==> config.mk <==
export PLATFORM = sky130hd
export DESIGN_NAME = controlador_codificador
export DESIGN_NICKNAME = d
export VERILOG_FILES = /design/src/rtl/controlador_codificador.sv
export SDC_FILE = /design/constraint.sdc
export NUM_CORES = 1
export LEC_CHECK = 0
export ABC_AREA = 1
export CAP_MARGIN = 40
export CORE_AREA = 2 2 91 93
export DETAILED_ROUTE_END_ITERATION = 10
export DIE_AREA = 0 0 93 95
export PLACE_DENSITY_LB_ADDON = 0.15
export SYNTH_ARGS = -nofsm -noshare
export SYNTH_HDL_FRONTEND = slang
export SYNTH_SLANG_ARGS = --single-unit
==> constraint.sdc <==
create_clock -name Clock -period 2.24 [get_ports Clock]
set_input_delay 0.336 -clock Clock [delete_from_list [all_inputs] [get_ports Clock]]
set_output_delay 0.336 -clock Clock [all_outputs]
set_load 0.1 [all_outputs]
==> src/rtl/controlador_codificador.sv <==
// controlador_codificador: sweeps a 4-bit encoder through all 16 input codes,
// holds Ready for a programmable settle time per code, captures the encoder
// output into a 16x4 buffer and exposes that buffer via a registered read port.
module controlador_codificador #(
  parameter int unsigned SETTLE = 2
) (
  input  logic       Clock,
  input  logic       Reset,
  input  logic       Start,
  output logic [3:0] Enc_Input,
  output logic       Enc_Ready,
  output logic       Enc_Reset,
  input  logic [3:0] Enc_Output,
  input  logic [3:0] Rd_Addr,
  output logic [3:0] Rd_Data,
  output logic       Busy,
  output logic       Done
);

  localparam logic [3:0] LP_SETTLE = 4'(SETTLE);

  typedef enum logic [2:0] {
    S_IDLE,
    S_CLEAR,
    S_DRIVE,
    S_WAIT,
    S_CAPTURE,
    S_DONE
  } state_t;

  state_t     r_state;
  logic [3:0] r_idx;
  logic [3:0] r_cnt;
  logic [3:0] r_buf [16];
  logic [3:0] r_enc_input;
  logic       r_enc_ready;
  logic       r_enc_reset;
  logic [3:0] r_rd_data;
  logic       r_busy;
  logic       r_done;

  assign Enc_Input = r_enc_input;
  assign Enc_Ready = r_enc_ready;
  assign Enc_Reset = r_enc_reset;
  assign Rd_Data   = r_rd_data;
  assign Busy      = r_busy;
  assign Done      = r_done;

  // Sweep sequencer; outputs are set on the edge that enters each state so
  // they line up with the state they belong to.
  always_ff @(posedge Clock) begin
    if (Reset) begin
      r_state     <= S_IDLE;
      r_idx       <= '0;
      r_cnt       <= '0;
      r_buf       <= '{default: '0};
      r_enc_input <= '0;
      r_enc_ready <= 1'b0;
      r_enc_reset <= 1'b0;
      r_busy      <= 1'b0;
      r_done      <= 1'b0;
    end else begin
      case (r_state)
        S_IDLE: begin
          r_done <= 1'b0;
          if (Start) begin
            r_state     <= S_CLEAR;
            r_busy      <= 1'b1;
            r_enc_reset <= 1'b1;
            r_enc_input <= '0;
            r_idx       <= '0;
          end
        end
        S_CLEAR: begin
          r_enc_reset <= 1'b0;
          r_enc_input <= r_idx;
          r_enc_ready <= 1'b1;
          r_state     <= S_DRIVE;
        end
        S_DRIVE: begin
          r_cnt   <= LP_SETTLE;
          r_state <= S_WAIT;
        end
        S_WAIT: begin
          if (r_cnt == 4'd1) begin
            r_buf[r_idx] <= Enc_Output;
            r_enc_ready  <= 1'b0;
            r_state      <= S_CAPTURE;
          end else begin
            r_cnt <= r_cnt - 4'd1;
          end
        end
        S_CAPTURE: begin
          if (r_idx == 4'd15) begin
            r_done  <= 1'b1;
            r_state <= S_DONE;
          end else begin
            // DRIVE must already present the next code, so the increment is
            // forwarded straight to the encoder input here.
            r_idx       <= r_idx + 4'd1;
            r_enc_input <= r_idx + 4'd1;
            r_enc_ready <= 1'b1;
            r_state     <= S_DRIVE;
          end
        end
        S_DONE: begin
          r_done  <= 1'b0;
          r_busy  <= 1'b0;
          r_state <= S_IDLE;
        end
        default: begin
          r_state <= S_IDLE;
        end
      endcase
    end
  end

  // Registered buffer read; a same-cycle write is seen only on the next read.
  always_ff @(posedge Clock) begin
    if (Reset) begin
      r_rd_data <= '0;
    end else begin
      r_rd_data <= r_buf[Rd_Addr];
    end
  end

endmodule

==> metrics.md <==
| Metric | Value |
|---|---|
| I/O pin cnt | `23` |
| Initial drt markers | `179` |
| Fin crit period | `1.67 ns` |
| Clock slew at reported path FFs | `0.09 ns` |
| Worst path required time | `2.50 ns` |
| DRC viols | `0` |
| CP Launch Type | `register` |
| Number of global-route vias before repair | `3,513` |
| EDFF count, synth | `0` |
| Total chip power | `0.00395 W` |
| Overall routing resource usage | `24.0%` |
| Count of final setup violators | `0` |
| CP startpoint | `r_idx[1]` |
| Worst slew margin | `69.9%` |
| Placed Cells | `721` |
| Number of hold buffers added after CTS | `0` |
| Routed Wire Length | `10.0 mm` |
| Layout cells sized above 1 | `11.3%` |
| #FFs+latches synth | `87` |
| P_sw | `0.00141 W` |
| # rows | `33` |
| Period utilization | `74.4%` |
| Post-CTS Setup Bufs | `0` |
| Synth unique cells | `28` |
| Pint | `0.00254 W` |
| Worst clock skew | `0.00979 ns` |
| Placement Cell Area | `0.00450 mm²` |
| CP arrival | `1.92 ns` |
| R2r setup slk | `0.57 ns` |
| Die Ht | `95 µm` |
| Worst-Margin Slew | `0.451 ns` |
| Worst r2r src | `r_idx[1]` |
| Combinational Power Share | `26.7%` |
| DP Wirelength | `7.06 mm` |
| PwrDens | `839 mW/mm²` |
| Syn nets | `625` |
| Switching Share | `35.7%` |
| Pin count of the biggest net entering global routing | `74` |
| Post-synthesis sequential area ratio | `41.4%` |
| Status | `finished clean` |
| Leakage | `2.12 nW` |
| Filler Cell Count | `792` |
| Area Overhead vs Synth | `12.0%` |
| Total gr overflow | `0` |
| Synth async-reset ratio | `0%` |
| Setup crit end kind | `register` |
| Min-delay src | `r_buf[54]` |
| Routed wire per std cell | `13.6 µm` |
| RSZ-0062 raised after global routing | `false` |
| GP Congestion | `0.926` |
| Ys flop type | `dfxtp_1` |
| I/O Buffers | `22` |
| Cells after Synth | `608` |
| Die extent in x | `93 µm` |
| Post-cts sizing count | `0` |
| Max clock buf depth | `2` |
| Fin. Hold Viols | `0` |
| First-pass GRT wire length | `16.6 mm` |
| CTS tree | `done` |
| Vias per cell | `5.14` |
| Die area | `0.00884 mm²` |
| Most common cell after layout, fill and taps aside | `nand2_1` |
| Power share of the sequential group | `43.5%` |
| Pins Over Slew Limit | `0` |
| Maxcap violations | `0` |
| Ant. Diodes | `0` |
| Htree depth | `3` |
| Crit Path Max Fanout | `7` |
| Max Fclk | `0.600 GHz` |
| NumNets Final | `644` |
| Post-route cell area | `0.00471 mm²` |
| Antenna violations before repair | `0` |
| Final core utilization | `59.5%` |
| Core footprint | `0.00793 mm²` |
| CTS Buf Count | `9` |
| Vias | `3,785` |
| Fin Setup TNS | `0 ns` |
| Synth Cell Area | `0.00421 mm²` |
| Initial DRT Pass Iterations | `5` |
| Clock network fraction of design power | `29.8%` |
| Synth warn | `0` |
| Syn avg cell area | `6.92 µm²` |
| Skew-Pair Late Insertion Delay | `0.36 ns` |
| Clock Sinks | `87` |
| Final std cells w/o fill | `736` |
| Worst VDD drop | `732 µV` |
| CP Class | `register to register` |
| CTS root buf | `clkbuf_8` |
| Most frequent cells in the layout | `96 x nand2_1, 87 x dfxtp_1, 80 x inv_1, 80 x nor2_1, 68 x o21ai_0` |
| Initial core utilization | `53.1%` |
| Routed Antenna Nets | `0` |
| Min-Delay Path Class | `register to register` |
## cell type report
| class | count | area [µm²] | area share, % |
|---|---|---|---|
| Multi-Input combinational cell | 412 | 2030 | 43.1 |
| Sequential cell | 87 | 1740 | 37.0 |
| Inverter | 85 | 319 | 6.77 |
| Timing Repair Buffer | 32 | 278 | 5.89 |
| Tap cell | 105 | 131 | 2.79 |
| Clock buffer | 9 | 124 | 2.63 |
| Clock inverter | 6 | 86.3 | 1.83 |
## metrics by stage
stage	worst slack, ns	hold WS (ns)
after floorplan	0.852	0.424
after global placement	0.466	0.436
final	0.574	0.454
after detailed placement	0.478	0.441
after CTS	0.569	0.452
after global routing	0.406	0.476
## cells in the mapped netlist (2+ instances only)
library cell  number  area (µm²)
inv_1             80         300
clkbuf_1          17        63.8
nand3_4            2        35.0
nand3_1           60         300
nor2_1            80         300
inv_2              5        18.8
a31oi_1            2        12.5
nand2_4            9         101
nand2_2            9        56.3
ha_1               6        75.1
o21ai_0           68         340
buf_2              4        20.0
dfxtp_1           87        1740
nand2_1           96         360
o21ai_1            6        30.0
a21oi_1           59         295
nand4_1            2        12.5
nor2_2             5        31.3
nor2_4             2        22.5
## logic make-up after synthesis
group	count (synthesis)	synth area share (%)
AO/OA/AOI/OAI	138	16.7
AND/OR/NAND/NOR	268	29.8
buffers and inverters	109	10.3
flip-flops	87	41.4
adder cells (fa/ha/maj)	6	1.78
## sequential cells by signal (all words and copies together) (netlist names)
signal	cells
Enc_Ready	1
r_cnt	4
r_idx	4
Rd_Data	4
Busy	1
Done	1
Enc_Input	4
r_buf	64
Enc_Reset	1
r_state	3
## power groups by stage
stage	logic, W	registers (W)	clock network (W)
after global placement	0.00104	0.00175	0
after detailed placement	0.00106	0.00175	0
final	0.00106	0.00172	0.00118
after CTS	0.00106	0.00172	0.00121
after floorplan	0.000546	0.00203	0
after global routing	0.00116	0.00173	0.00126
## worst paths after layout
check | endpoint | depth (start not counted)
worst max-delay path | r_idx[1] | 8
worst min-delay path | r_buf[54] | 2
worst max register to register | r_idx[1] | 8
worst min register to register | r_buf[54] | 2
## critical path, stage by stage, from the launching register on
cell and delay, ns:
dfxtp_1 0.45, ha_1 0.26, inv_1 0.10, nor2_2 0.24, inv_1 0.08, nand2_1 0.12, nand2_2 0.11, o21ai_0 0.16
a21oi_1 0.05
## layer usage
metal | share of wire [%] | up-vias | track usage [%]
li1 | - | 1982 | -
met2 | 48 | 71 | 41.7
met5 | 0 | - | 0
met1 | 46 | 1712 | 30.2
met4 | 2.4 | 0 | 9.93
met3 | 3.7 | 20 | 3.11
(Power assumes the default switching activity.)
